<file path="config.mk">
export PLATFORM = sky130hd
export DESIGN_NAME = branch_predict_resolve_flat
export DESIGN_NICKNAME = d
export VERILOG_FILES = /design/src/rtl/branch_predict_resolve_if.sv /design/src/rtl/branch_predict_resolve.sv /design/src/flat_wrapper.sv
export SDC_FILE = /design/constraint.sdc
export NUM_CORES = 1
export LEC_CHECK = 0
export BUFFER_PORTS_ARGS = -buffer_cell sky130_fd_sc_hd__buf_2
export CORE_ASPECT_RATIO = 2
export CORE_MARGIN = 10
export CORE_UTILIZATION = 23
export CTS_BUF_LIST = sky130_fd_sc_hd__clkbuf_4 sky130_fd_sc_hd__clkbuf_8
export DETAILED_ROUTE_END_ITERATION = 6
export PLACE_DENSITY = 0.48
export REMOVE_ABC_BUFFERS = 1
export SLEW_MARGIN = 20
export SYNTH_ARGS = -nofsm -noshare
export SYNTH_HDL_FRONTEND = slang
export SYNTH_SLANG_ARGS = --single-unit
</file>
<file path="constraint.sdc">
create_clock -name clk -period 3.68 [get_ports clk]
set_clock_uncertainty 0.15 [all_clocks]
set_input_delay 0.736 -clock clk [delete_from_list [all_inputs] [get_ports clk]]
set_output_delay 0.736 -clock clk [all_outputs]
set_load 0.05 [all_outputs]
</file>
<file path="src/rtl/branch_predict_resolve_if.sv">
// Bundle of fetch-side prediction, execute-side resolve and statistics
// signals for the branch unit.  The comparator flag bit positions come from
// the shared parameter header when it is present; the fallbacks below give a
// two-bit {GT, EQ} flag bus.
`ifndef BC_FLAG_COUNT
`define BC_FLAG_COUNT 2
`endif
`ifndef BC_FLAG_GT
`define BC_FLAG_GT 1
`endif
`ifndef BC_FLAG_EQ
`define BC_FLAG_EQ 0
`endif

// Handshake: there is no backpressure.  res_valid qualifies exactly one
// resolve beat in the cycle it is high and there is no ready signal; the unit
// always accepts.  pc_sel/flush are one-cycle pulses in the cycle after the
// accepted beat.  Fetch prediction is a pure combinational lookup.
interface branch_predict_resolve_if #(
    parameter int PC_W          = 8,
    parameter int BC_FLAG_COUNT = `BC_FLAG_COUNT,
    parameter int CNT_W         = 16
);
    logic [PC_W-1:0]          pred_pc;
    logic [4:0]               pred_opcode;
    logic                     pred_taken;
    logic                     res_valid;
    logic [PC_W-1:0]          res_pc;
    logic [4:0]               res_opcode;
    logic [BC_FLAG_COUNT-1:0] res_bc_flags;
    logic                     res_pred_taken;
    logic                     stat_clr;
    logic                     pc_sel;
    logic                     flush;
    logic [CNT_W-1:0]         stat_branches;
    logic [CNT_W-1:0]         stat_mispred;

    // Pipeline side: drives fetch/resolve requests, consumes results.
    modport master (
        output pred_pc, pred_opcode, res_valid, res_pc, res_opcode,
               res_bc_flags, res_pred_taken, stat_clr,
        input  pred_taken, pc_sel, flush, stat_branches, stat_mispred
    );

    // Branch unit side.
    modport slave (
        input  pred_pc, pred_opcode, res_valid, res_pc, res_opcode,
               res_bc_flags, res_pred_taken, stat_clr,
        output pred_taken, pc_sel, flush, stat_branches, stat_mispred
    );
endinterface

</file>
<file path="src/rtl/branch_predict_resolve.sv">
// Branch unit: bimodal 2-bit counter prediction at fetch, resolution and
// table training at execute, registered pc_sel/flush pulses and saturating
// statistics counters.
`ifndef BC_FLAG_COUNT
`define BC_FLAG_COUNT 2
`endif
`ifndef BC_FLAG_GT
`define BC_FLAG_GT 1
`endif
`ifndef BC_FLAG_EQ
`define BC_FLAG_EQ 0
`endif

module branch_predict_resolve #(
    parameter int PC_W          = 8,
    parameter int BHT_DEPTH     = 16,
    parameter int BC_FLAG_COUNT = `BC_FLAG_COUNT,
    parameter int CNT_W         = 16
) (
    input logic                      clk,
    input logic                      rst_n,
    branch_predict_resolve_if.slave  bus
);
    localparam int IDX_W = $clog2(BHT_DEPTH);
    localparam logic [CNT_W-1:0] CNT_MAX = '1;

    typedef enum logic [2:0] {
        BK_NONE,
        BK_JUMP,
        BK_BLT,
        BK_BGE,
        BK_BEQ,
        BK_BNEQ
    } br_kind_t;

    function automatic br_kind_t decode(input logic [4:0] op);
        br_kind_t k;
        case (op[4:1])
            4'b1011, 4'b1100: k = BK_JUMP;
            4'b1101:          k = BK_BLT;
            4'b1110:          k = BK_BGE;
            4'b1111:          k = op[0] ? BK_BNEQ : BK_BEQ;
            default:          k = BK_NONE;
        endcase
        return k;
    endfunction

    logic [1:0]       bht [BHT_DEPTH];
    br_kind_t         pred_kind;
    br_kind_t         res_kind;
    logic [IDX_W-1:0] pred_idx;
    logic [IDX_W-1:0] res_idx;
    logic             res_gt;
    logic             res_eq;
    logic             actual_taken;
    logic             res_is_cond;
    logic             res_is_br;
    logic             mispred;
    logic             pc_sel_q;
    logic             flush_q;
    logic [CNT_W-1:0] stat_branches_q;
    logic [CNT_W-1:0] stat_mispred_q;
    logic             unused_bits;

    // Upper PC bits only matter to the pipeline, not to table indexing.
    assign unused_bits = ^{bus.pred_pc, bus.res_pc, bus.res_bc_flags};

    // Fetch-side prediction: reads the table as it stands before any
    // same-cycle training write (no bypass on index collision).
    always_comb begin
        pred_kind      = decode(bus.pred_opcode);
        pred_idx       = bus.pred_pc[IDX_W-1:0];
        bus.pred_taken = 1'b0;
        case (pred_kind)
            BK_JUMP:                    bus.pred_taken = 1'b1;
            BK_BLT, BK_BGE,
            BK_BEQ, BK_BNEQ:            bus.pred_taken = bht[pred_idx][1];
            default:                    bus.pred_taken = 1'b0;
        endcase
    end

    // Execute-side resolution of the actual outcome from opcode and flags.
    always_comb begin
        res_kind     = decode(bus.res_opcode);
        res_idx      = bus.res_pc[IDX_W-1:0];
        res_gt       = bus.res_bc_flags[`BC_FLAG_GT];
        res_eq       = bus.res_bc_flags[`BC_FLAG_EQ];
        actual_taken = 1'b0;
        case (res_kind)
            BK_JUMP: actual_taken = 1'b1;
            BK_BLT:  actual_taken = ~res_gt & ~res_eq;
            BK_BGE:  actual_taken = res_gt | res_eq;
            BK_BEQ:  actual_taken = res_eq;
            BK_BNEQ: actual_taken = ~res_eq;
            default: actual_taken = 1'b0;
        endcase
        res_is_br   = (res_kind != BK_NONE);
        res_is_cond = res_is_br && (res_kind != BK_JUMP);
        // A non-branch predicted taken is also a mispredict: fetch went the
        // wrong way and must return to fall-through.
        mispred     = bus.res_valid && (actual_taken != bus.res_pred_taken);
    end

    // Train the counter of a resolved conditional branch, saturating both ways.
    always_ff @(posedge clk or negedge rst_n) begin
        if (!rst_n) begin
            for (int i = 0; i < BHT_DEPTH; i++) begin
                bht[i] <= 2'b01;
            end
        end else if (bus.res_valid && res_is_cond) begin
            if (actual_taken && (bht[res_idx] != 2'b11)) begin
                bht[res_idx] <= bht[res_idx] + 2'b01;
            end else if (!actual_taken && (bht[res_idx] != 2'b00)) begin
                bht[res_idx] <= bht[res_idx] - 2'b01;
            end
        end
    end

    // One-cycle redirect and kill pulses for the PC mux and pipeline.
    always_ff @(posedge clk or negedge rst_n) begin
        if (!rst_n) begin
            pc_sel_q <= 1'b0;
            flush_q  <= 1'b0;
        end else begin
            pc_sel_q <= bus.res_valid & actual_taken;
            flush_q  <= mispred;
        end
    end

    // Saturating statistics; a clear wins over an event in the same cycle.
    always_ff @(posedge clk or negedge rst_n) begin
        if (!rst_n) begin
            stat_branches_q <= '0;
            stat_mispred_q  <= '0;
        end else if (bus.stat_clr) begin
            stat_branches_q <= '0;
            stat_mispred_q  <= '0;
        end else begin
            if (bus.res_valid && res_is_br && (stat_branches_q != CNT_MAX)) begin
                stat_branches_q <= stat_branches_q + CNT_W'(1);
            end
            if (mispred && (stat_mispred_q != CNT_MAX)) begin
                stat_mispred_q <= stat_mispred_q + CNT_W'(1);
            end
        end
    end

    assign bus.pc_sel        = pc_sel_q;
    assign bus.flush         = flush_q;
    assign bus.stat_branches = stat_branches_q;
    assign bus.stat_mispred  = stat_mispred_q;

endmodule

</file>
<file path="src/flat_wrapper.sv">
// flat-port wrapper written by rule: the top's interface ports become plain ports
module branch_predict_resolve_flat 
#(
    parameter int PC_W          = 8,
    parameter int BHT_DEPTH     = 16,
    parameter int BC_FLAG_COUNT = `BC_FLAG_COUNT,
    parameter int CNT_W         = 16
)
  (clk, rst_n, bus_pred_pc, bus_pred_opcode, bus_res_valid, bus_res_pc, bus_res_opcode, bus_res_bc_flags, bus_res_pred_taken, bus_stat_clr, bus_pred_taken, bus_pc_sel, bus_flush, bus_stat_branches, bus_stat_mispred);
  branch_predict_resolve_if #(.PC_W(PC_W), .BC_FLAG_COUNT(BC_FLAG_COUNT), .CNT_W(CNT_W)) bus_i ();
  input logic clk;
  input logic rst_n;
  input wire logic [$bits(bus_i.pred_pc)-1:0] bus_pred_pc;
  input wire logic [$bits(bus_i.pred_opcode)-1:0] bus_pred_opcode;
  input wire logic [$bits(bus_i.res_valid)-1:0] bus_res_valid;
  input wire logic [$bits(bus_i.res_pc)-1:0] bus_res_pc;
  input wire logic [$bits(bus_i.res_opcode)-1:0] bus_res_opcode;
  input wire logic [$bits(bus_i.res_bc_flags)-1:0] bus_res_bc_flags;
  input wire logic [$bits(bus_i.res_pred_taken)-1:0] bus_res_pred_taken;
  input wire logic [$bits(bus_i.stat_clr)-1:0] bus_stat_clr;
  output wire logic [$bits(bus_i.pred_taken)-1:0] bus_pred_taken;
  output wire logic [$bits(bus_i.pc_sel)-1:0] bus_pc_sel;
  output wire logic [$bits(bus_i.flush)-1:0] bus_flush;
  output wire logic [$bits(bus_i.stat_branches)-1:0] bus_stat_branches;
  output wire logic [$bits(bus_i.stat_mispred)-1:0] bus_stat_mispred;
  assign bus_i.pred_pc = bus_pred_pc;
  assign bus_i.pred_opcode = bus_pred_opcode;
  assign bus_i.res_valid = bus_res_valid;
  assign bus_i.res_pc = bus_res_pc;
  assign bus_i.res_opcode = bus_res_opcode;
  assign bus_i.res_bc_flags = bus_res_bc_flags;
  assign bus_i.res_pred_taken = bus_res_pred_taken;
  assign bus_i.stat_clr = bus_stat_clr;
  assign bus_pred_taken = bus_i.pred_taken;
  assign bus_pc_sel = bus_i.pc_sel;
  assign bus_flush = bus_i.flush;
  assign bus_stat_branches = bus_i.stat_branches;
  assign bus_stat_mispred = bus_i.stat_mispred;
  branch_predict_resolve #(.PC_W(PC_W), .BHT_DEPTH(BHT_DEPTH), .BC_FLAG_COUNT(BC_FLAG_COUNT), .CNT_W(CNT_W)) u_core (.clk(clk), .rst_n(rst_n), .bus(bus_i));
endmodule
</file>
## Word level (Yosys, flattened, before mapping)

Index checks and enable logic that the tools add are counted.

- Register bits after elaboration: 66
- Logic and storage cells: 100

- Equal/unequal tests: 25
- Add/sub/neg operators: 4
- $lt $le $gt $ge: 3
- Reductions and logical operators: 19
- Bitwise gates (word level): 7
- Multiplexer cells: 22

Operators with widths:

| cell | count |
|---|---|
| 32-bit bitwise mux | 2 |
| 16-bit 2-to-1 mux | 4 |
| 32-bit 2-to-1 mux | 2 |
| 4-bit == test (second input constant) | 10 |
| 16-bit by 1-bit adder with 16-bit output (second input constant) | 2 |
| 16-bit != test (second input constant) | 2 |
| 3-bit case mux with 4 select lines | 2 |
| 2-bit binary-select mux with 4-bit select | 2 |
| 3-bit by 2-bit == test with 1-bit output (second input constant) | 4 |
| 3-bit == test (second input constant) | 4 |
| 5-bit greater-or-equal comparator (second input constant) | 2 |
| 2-bit 2-to-1 mux | 5 |
| 4-bit NOT with 5-bit output | 2 |
| 1-bit logical AND | 9 |
| 2-bit demux with 4-bit select | 1 |
| 2-bit nonzero test | 4 |
| 3-bit by 1-bit == test with 1-bit output (second input constant) | 2 |
| 5-bit by 1-bit < comparator with 1-bit output (second input constant) | 1 |
| 1-bit case mux with 5 select lines | 1 |
| 2-bit OR reduction | 2 |
| 4-bit OR reduction | 1 |
| 3-bit by 1-bit != test with 1-bit output (second input constant) | 1 |
| 3-bit nonzero test | 1 |
| 2-bit by 1-bit adder with 2-bit output (second input constant) | 1 |
| other kinds (10) | 13 |

## Longest topological paths before layout

Gate-level depths: netlist of run 1.

- Depth after elaboration: 10
- Mapped depth: 13
- Mapped depth without buffers: 11

## Least setup slack after synthesis of run 1

Ideal clock, no wire load.

- Path type: input -> register
- Start point: in bus_res_pc[0]
- End point: reg u_core.bht[11] in the netlist's numbering
- Buffers on the path: 2
- Stages: 13
- Setup slack: -203 ps
- Setup time: 125 ps
- Data arrival time: 3608 ps
- Cells stage by stage: buf_2 > mux4_2 > mux2i_1 > nand2_1 > o21ai_1 > clkbuf_1 > inv_1 > ha_1 > or3_1 > a211oi_1 > nor4_1 > nor2_1 > mux2_2

- Word-level cells in the longest chain between the ends: 8
- Elaborated cells between the ends (all ways): 21

Ends and longest elaborated chain:

| item | RTL line | source |
|---|---|---|
| from (decl) | flat_wrapper.sv:16 | `input wire logic [$bits(bus_i.res_pc)-1:0] bus_res_pc;` |
| 4-bit NOT with 5-bit output (not written as such) * | - |  |
| 2-bit binary-select mux with 4-bit select, or another cell as far along | - |  |
| 2-bit 2-to-1 mux (not written as such) / 1-bit logical AND (equally long branches) | - |  |
| 2-bit 2-to-1 mux (on tied branches) | - |  |
| 2-bit by 1-bit subtractor with 2-bit output, or another cell as far along | branch_predict_resolve.sv:114 | `bht[res_idx] <= bht[res_idx] - 2'b01;` |
| 32-bit bitwise mux, or another cell as far along | branch_predict_resolve.sv:114 |  |
| 32-bit 2-to-1 mux / 2-bit nonzero test (equally long branches) | - |  |
| 32-bit 2-to-1 mux / 2-bit AND reduction (equally long branches) | - |  |
| to (signal, indexed assignment) | branch_predict_resolve.sv:112 | `bht[res_idx] <= bht[res_idx] + 2'b01;` |
| to (signal, indexed assignment) | branch_predict_resolve.sv:114 |  |
| to (decl) | branch_predict_resolve.sv:48 | `logic [1:0] bht [BHT_DEPTH];` |

Mark *: on every way between the ends. The rest lies on a longest branch, timed or not. The select of a mux whose other input is x is not followed.
A chain may end at the register's enable or synchronous reset.

## Worst setup path in the final report of run 1

Ends and elaborated chain as after synthesis.

==> results of run 1 <==
routing by layer:
layer	vias up	wire length, um	share of wire	GRT usage
li1	1545	-	-	-
met1	1541	5043	0.49	0.1199
met2	80	4595	0.45	0.1306
met3	6	554	0.054	0.02499
met4	0	122	0.012	0.03279
met5	-	0	0	0
synthesized netlist by cell type, types with 5 or more instances:
master	number
dfrtp_1	50
nand2b_1	6
or3_1	13
nor3_1	18
a21oi_1	21
xor2_1	9
o21ai_0	17
dfstp_2	16
nand2_1	19
inv_1	6
and4_1	5
buf_2	5
mux2_2	33
nand3_1	21
nand4_1	9
mux4_2	14
and3_1	9
clkbuf_1	9
nor2_1	25
where the power goes:
group          leakage [nW]  switching (mW)  internal, mW
combinational          1.11           0.148         0.115
sequential            0.857          0.0244         0.779
clock                0.0962           0.273         0.290
total                  2.06           0.445          1.18
layout make-up:
type / count / area [um2] / share of cell area
multi-input cells: 283 / 2198 / 0.4598
flip-flops and latches: 66 / 1672 / 0.3496
repair buffers: 77 / 447.9 / 0.09369
well taps: 210 / 262.8 / 0.05496
clock buffers: 15 / 168.9 / 0.03533
inverters: 7 / 26.28 / 0.005496
clock inverters: 1 / 5.005 / 0.001047
through the flow:
step                power, mW  setup WS (ps)  hold slack, ps  cells
floorplan              0.9634         -124.3           290.4    356
global placement        1.078         -331.7           353.3    643
detailed placement      1.082         -342.6           362.7    643
CTS                     1.657          23.19           257.2    659
global route            1.722         -22.79           260.5    659
finish                  1.629          95.91           230.4    659
critical path: cells and delay by family:
kind                     cells  cell delay [ps]
AND/OR/NAND/NOR              3              660
AO/OA/AOI/OAI                1              230
multiplexers                 3             1310
buffers and inverters        3              520
adder cells (fa/ha/maj)      1              210
worst min path at each step:
| stage | to | slack [ps] | start |
|---|---|---|---|
| final | u_core.bus.stat_branches[8]$_DFFE_PN0P_ | 230 | rst_n |
| after global routing | u_core.bus.stat_branches[7]$_DFFE_PN0P_ | 260 | rst_n |
| after CTS | u_core.bus.flush$_DFF_PN0_ | 260 | rst_n |
| after detailed placement | u_core.bht[31]$_DFFE_PN0P_ | 360 | u_core.bht[31]$_DFFE_PN0P_ |
| after global placement | u_core.bht[3]$_DFFE_PN0P_ | 350 | u_core.bht[3]$_DFFE_PN0P_ |
| after floorplan | u_core.bht[11]$_DFFE_PN0P_ | 290 | rst_n |
kinds of logic (layout without fill, tap and decap cells):
| kind of cell | Yosys count | after routing | synth area share |
|---|---|---|---|
| fa+ha+maj | 4 | 4 | 0.01260 |
| flops | 66 | 66 | 0.4208 |
| mux | 51 | 51 | 0.1855 |
| xor+xnor | 13 | 13 | 0.02866 |
| compound gates | 68 | 68 | 0.1137 |
| buf+inv | 25 | 100 | 0.02834 |
| simple gates | 147 | 147 | 0.2104 |
==> impl_metrics.ini, run 1 <==
[global_route]
grt_pass1_vias = 3098
antenna_found_initial = 0
grt_use_total = 0.08864
grt_pass1_wl_um = 16800
overflow = 0
grt_max_degree = 67

[cts]
clockBufferDepth = 2
post_cts_resized = 0
cts-root-buf = clkbuf_8
clock-sinks = 66
cts_max_level = 3
cts_tree = built
cts_setup_buffers = 0
clk_pin_slew_worst_paths_ps = 70
postCtsHoldBufs = 0
clock_latency_ps = 340
numCtsBuffers = 9

[setup_path]
crit_path_end_kind = register
crit_fanout = 8
critPathMaxStageDelay_ps = 480
reg2reg_depth = 11
r2r_setup_slack_ps = 420
regToRegEndpoint = u_core.bht[11]$_DFFE_PN0P_
crit_path_end = u_core.bht[11]$_DFFE_PN0P_
worst_path_max_delay_cell = mux4_2
crit_path_start = bus_res_pc[0]
path_class = primary input to register
crit_arrival_ps = 3670
start_kind = primary input
cp.required_ps = 3760
cp_cell_sequence = clkbuf_4 -> buf_4 -> mux4_2 -> mux4_2 -> ha_1 -> or3_1 -> a211oi_1 -> nor4_1 -> buf_4 -> nor2_1 -> mux2_2

[floorplan]
die_width_um = 112.9
num_rows = 68
die_area_um2 = 23250
core_um2 = 17100
ios = 68
start_util = 0.2323
die_y_um = 205.9

[finish]
area_delta_synth_final_pct = 20.35
layout.nets = 481
layout.cells.most_common = buf_2
drive_gt1_frac = 0.3831
final_cell_mix = buf_2 (57), dfrtp_1 (50), mux2_2 (33)
diodes = 0
final_cell_area_um2 = 4781
fill_cells = 1775
final_util = 0.2796

[route]
viasPerCell = 4.813
first_iter_violations = 173
first_pass_iters = 4
vias = 3172
drc = 0
drtAntennaViolNets = 0
wl_per_cell_um = 15.65
finalWirelength_um = 10320

[pwr]
power_leakage_nw = 2.059
peakVddDrop_uv = 246.1
powerDensity_nw_per_um2 = 340.7

[synthesis]
synth_edf_count = 0
yosys_warnings = 0
syn_inst = 374
ys.flop_type = dfrtp_1
syn-cell-area_um2 = 3973
ys_ff_latch = 66
yosysTopAreaCell = dfrtp_1
synthArstFlopShare = 1.000
yosys-top-cells-area = dfrtp_1 (31%), dfstp_2 (11%), mux2_2 (9.4%)
postSynthAreaPerCell_um2 = 10.62
seq_area_frac_synth = 0.4208
synth_top_area_share = 0.3150
ys_types = 58

[placement]
place_area_um2 = 4594
dp_hpwl_um = 7550
io_buffers = 58
gp_congestion = 0.7893

[timing]
slew_headroom = 0.5570
final-hold-violation-count = 0
tns_ps = 0
setup_viol = 0
worst_slew_pin_slew_ps = 664.5
min_period_over_period = 0.9739
drv_slew = 0
min_period_ps = 3584
rsz0062_at_grt = yes
max_freq_mhz = 279.0

[run]
drv_cap = 0

[min_path]
hold_class = primary input to async pin

[status]
status = finished, final reports clean
Power figures use the tool's default switching activity.
==> run 2: changes to the inputs <==
--- a/config.mk
+++ b/config.mk
@@ -9,8 +9,9 @@
 export CORE_ASPECT_RATIO = 2
 export CORE_MARGIN = 10
-export CORE_UTILIZATION = 23
+export CORE_UTILIZATION = 58
 export CTS_BUF_LIST = sky130_fd_sc_hd__clkbuf_4 sky130_fd_sc_hd__clkbuf_8
+export CTS_CLUSTER_SIZE = 12
 export DETAILED_ROUTE_END_ITERATION = 6
-export PLACE_DENSITY = 0.48
+export PLACE_DENSITY = 0.91
 export REMOVE_ABC_BUFFERS = 1
 export SLEW_MARGIN = 20
==> constraint.sdc (replaced) <==
create_clock -name clk -period 3.68 [get_ports clk]
set_clock_uncertainty 0.15 [all_clocks]
set_input_delay 0.184 -clock clk [delete_from_list [all_inputs] [get_ports clk]]
set_output_delay 0.184 -clock clk [all_outputs]
set_load 0.05 [all_outputs]
==> impl_metrics.ini, run 2 (synthesized netlist as in run 1, its figures left out) <==
[timing]
setup_ws_ps = 267.3
drv_slew = 0
final-hold-violation-count = 0
tns_ps = 0
min_period_ps = 3413
max_freq_mhz = 293.0
rsz0062_at_grt = no
setup_viol = 0
worst_slew_pin_slew_ps = 1033
min_period_over_period = 0.9274
slew_headroom = 0.3062
fin_hold_ws_ps = 209.6

[global_route]
grt_max_degree = 47
grt_pass1_wl_um = 16120
grt_use_total = 0.1902
antenna_found_initial = 0
grt_pass1_vias = 3439
overflow = 0

[floorplan]
num_rows = 42
ios = 68
die_area_um2 = 10760
core_um2 = 6621
die_y_um = 137.0
start_util = 0.6000
die_width_um = 78.52

[cts]
post_cts_resized = 0
cts-root-buf = clkbuf_8
cts_max_level = 3
clk_pin_slew_worst_paths_ps = 70
cts_tree = built
numCtsBuffers = 9
clock_latency_ps = 340
clockBufferDepth = 2
clock-sinks = 66

[placement]
place_ws_ps = 36.10
gp_congestion = 0.9734
io_buffers = 58
place_area_um2 = 4317
dp_hpwl_um = 7523

[min_path]
hold_class = primary input to register
worstHoldPathCells = 2

[finish]
fill_cells = 521
final_cell_mix = buf_2 (58), dfrtp_1 (50), mux2_2 (33)
final_cell_area_um2 = 4511
layout.nets = 468
layout.cells.most_common = buf_2
area_delta_synth_final_pct = 13.54
drive_gt1_frac = 0.3517
diodes = 0

[run]
drv_cap = 0

[route]
drtAntennaViolNets = 0
first_pass_iters = 4
vias = 3270
drc = 0
finalWirelength_um = 9815
wl_per_cell_um = 18.77
first_iter_violations = 166
viasPerCell = 6.252

[status]
status = finished, final reports clean

[setup_path]
path_class = register to register
cp.required_ps = 3760
crit_fanout = 6
start_kind = register
crit_arrival_ps = 3490
crit_path_end_kind = register
reg2reg_depth = 10

[pwr]
powerDensity_nw_per_um2 = 353.1
peakVddDrop_uv = 292.9
power_mw = 1.593
power_leakage_nw = 1.986
run 2: area by class of cell:
cell class / count / area, um2 / area share
multi-input cells: 283 / 2188 / 0.4852
flip-flops and latches: 66 / 1672 / 0.3706
repair buffers: 64 / 340.3 / 0.07545
clock buffers: 12 / 158.9 / 0.03523
well taps: 88 / 110.1 / 0.02441
inverters: 7 / 26.28 / 0.005825
clock inverters: 3 / 15.01 / 0.003329
run 2: timing repair:
| action | CTS | global route |
|---|---|---|
| hold buffers | 2 | 0 |
| hold endpoints to repair | 30 | 0 |
| buffers inserted | 0 | 0 |
run 2: layer usage:
metal / up-vias / wire [um] / global-route usage
met3: 31 / 495 / 0.05191
li1: 1523 / - / -
met1: 1598 / 3339 / 0.1696
met2: 118 / 5481 / 0.3516
met5: - / 0 / 0
met4: 0 / 499 / 0.1383
run 2: worst paths after layout:
kind | from | end | slack, ps
max | register | u_core.bht[29]$_DFFE_PN0P_ | 270
min | bus_stat_clr | u_core.bus.stat_branches[3]$_DFFE_PN0P_ | 210
min reg2reg | u_core.bht[15]$_DFFE_PN0P_ | u_core.bht[15]$_DFFE_PN0P_ | 390
max in group asynchronous | rst_n | u_core.bht[27]$_DFFE_PN0P_ | 2100
min in group asynchronous | rst_n | u_core.bus.stat_branches[5]$_DFFE_PN0P_ | 430
max reg2reg | register | u_core.bht[29]$_DFFE_PN0P_ | 270
run 2: worst max-delay path: stages (launching register included):
cell and delay [ps]:
dfstp_2 380, mux4_2 470, mux2_2 280, o21ai_1 270
inv_1 90, ha_1 270, nor3_1 270, o21ai_0 160
a21o_1 210, a21oi_1 370, mux2_2 380
run 2: metrics by stage:
| stage | cells | utilization |
|---|---|---|
| finish | 523 | 0.6812 |
| global route | 523 | 0.6812 |
| global placement | 506 | 0.6519 |
| CTS | 523 | 0.6812 |
| detailed placement | 506 | 0.6519 |
| floorplan | 356 | - |
run 2: where the power goes:
group	internal, mW	switching (mW)
clock	0.282	0.260
combinational	0.104	0.143
sequential	0.779	0.0255
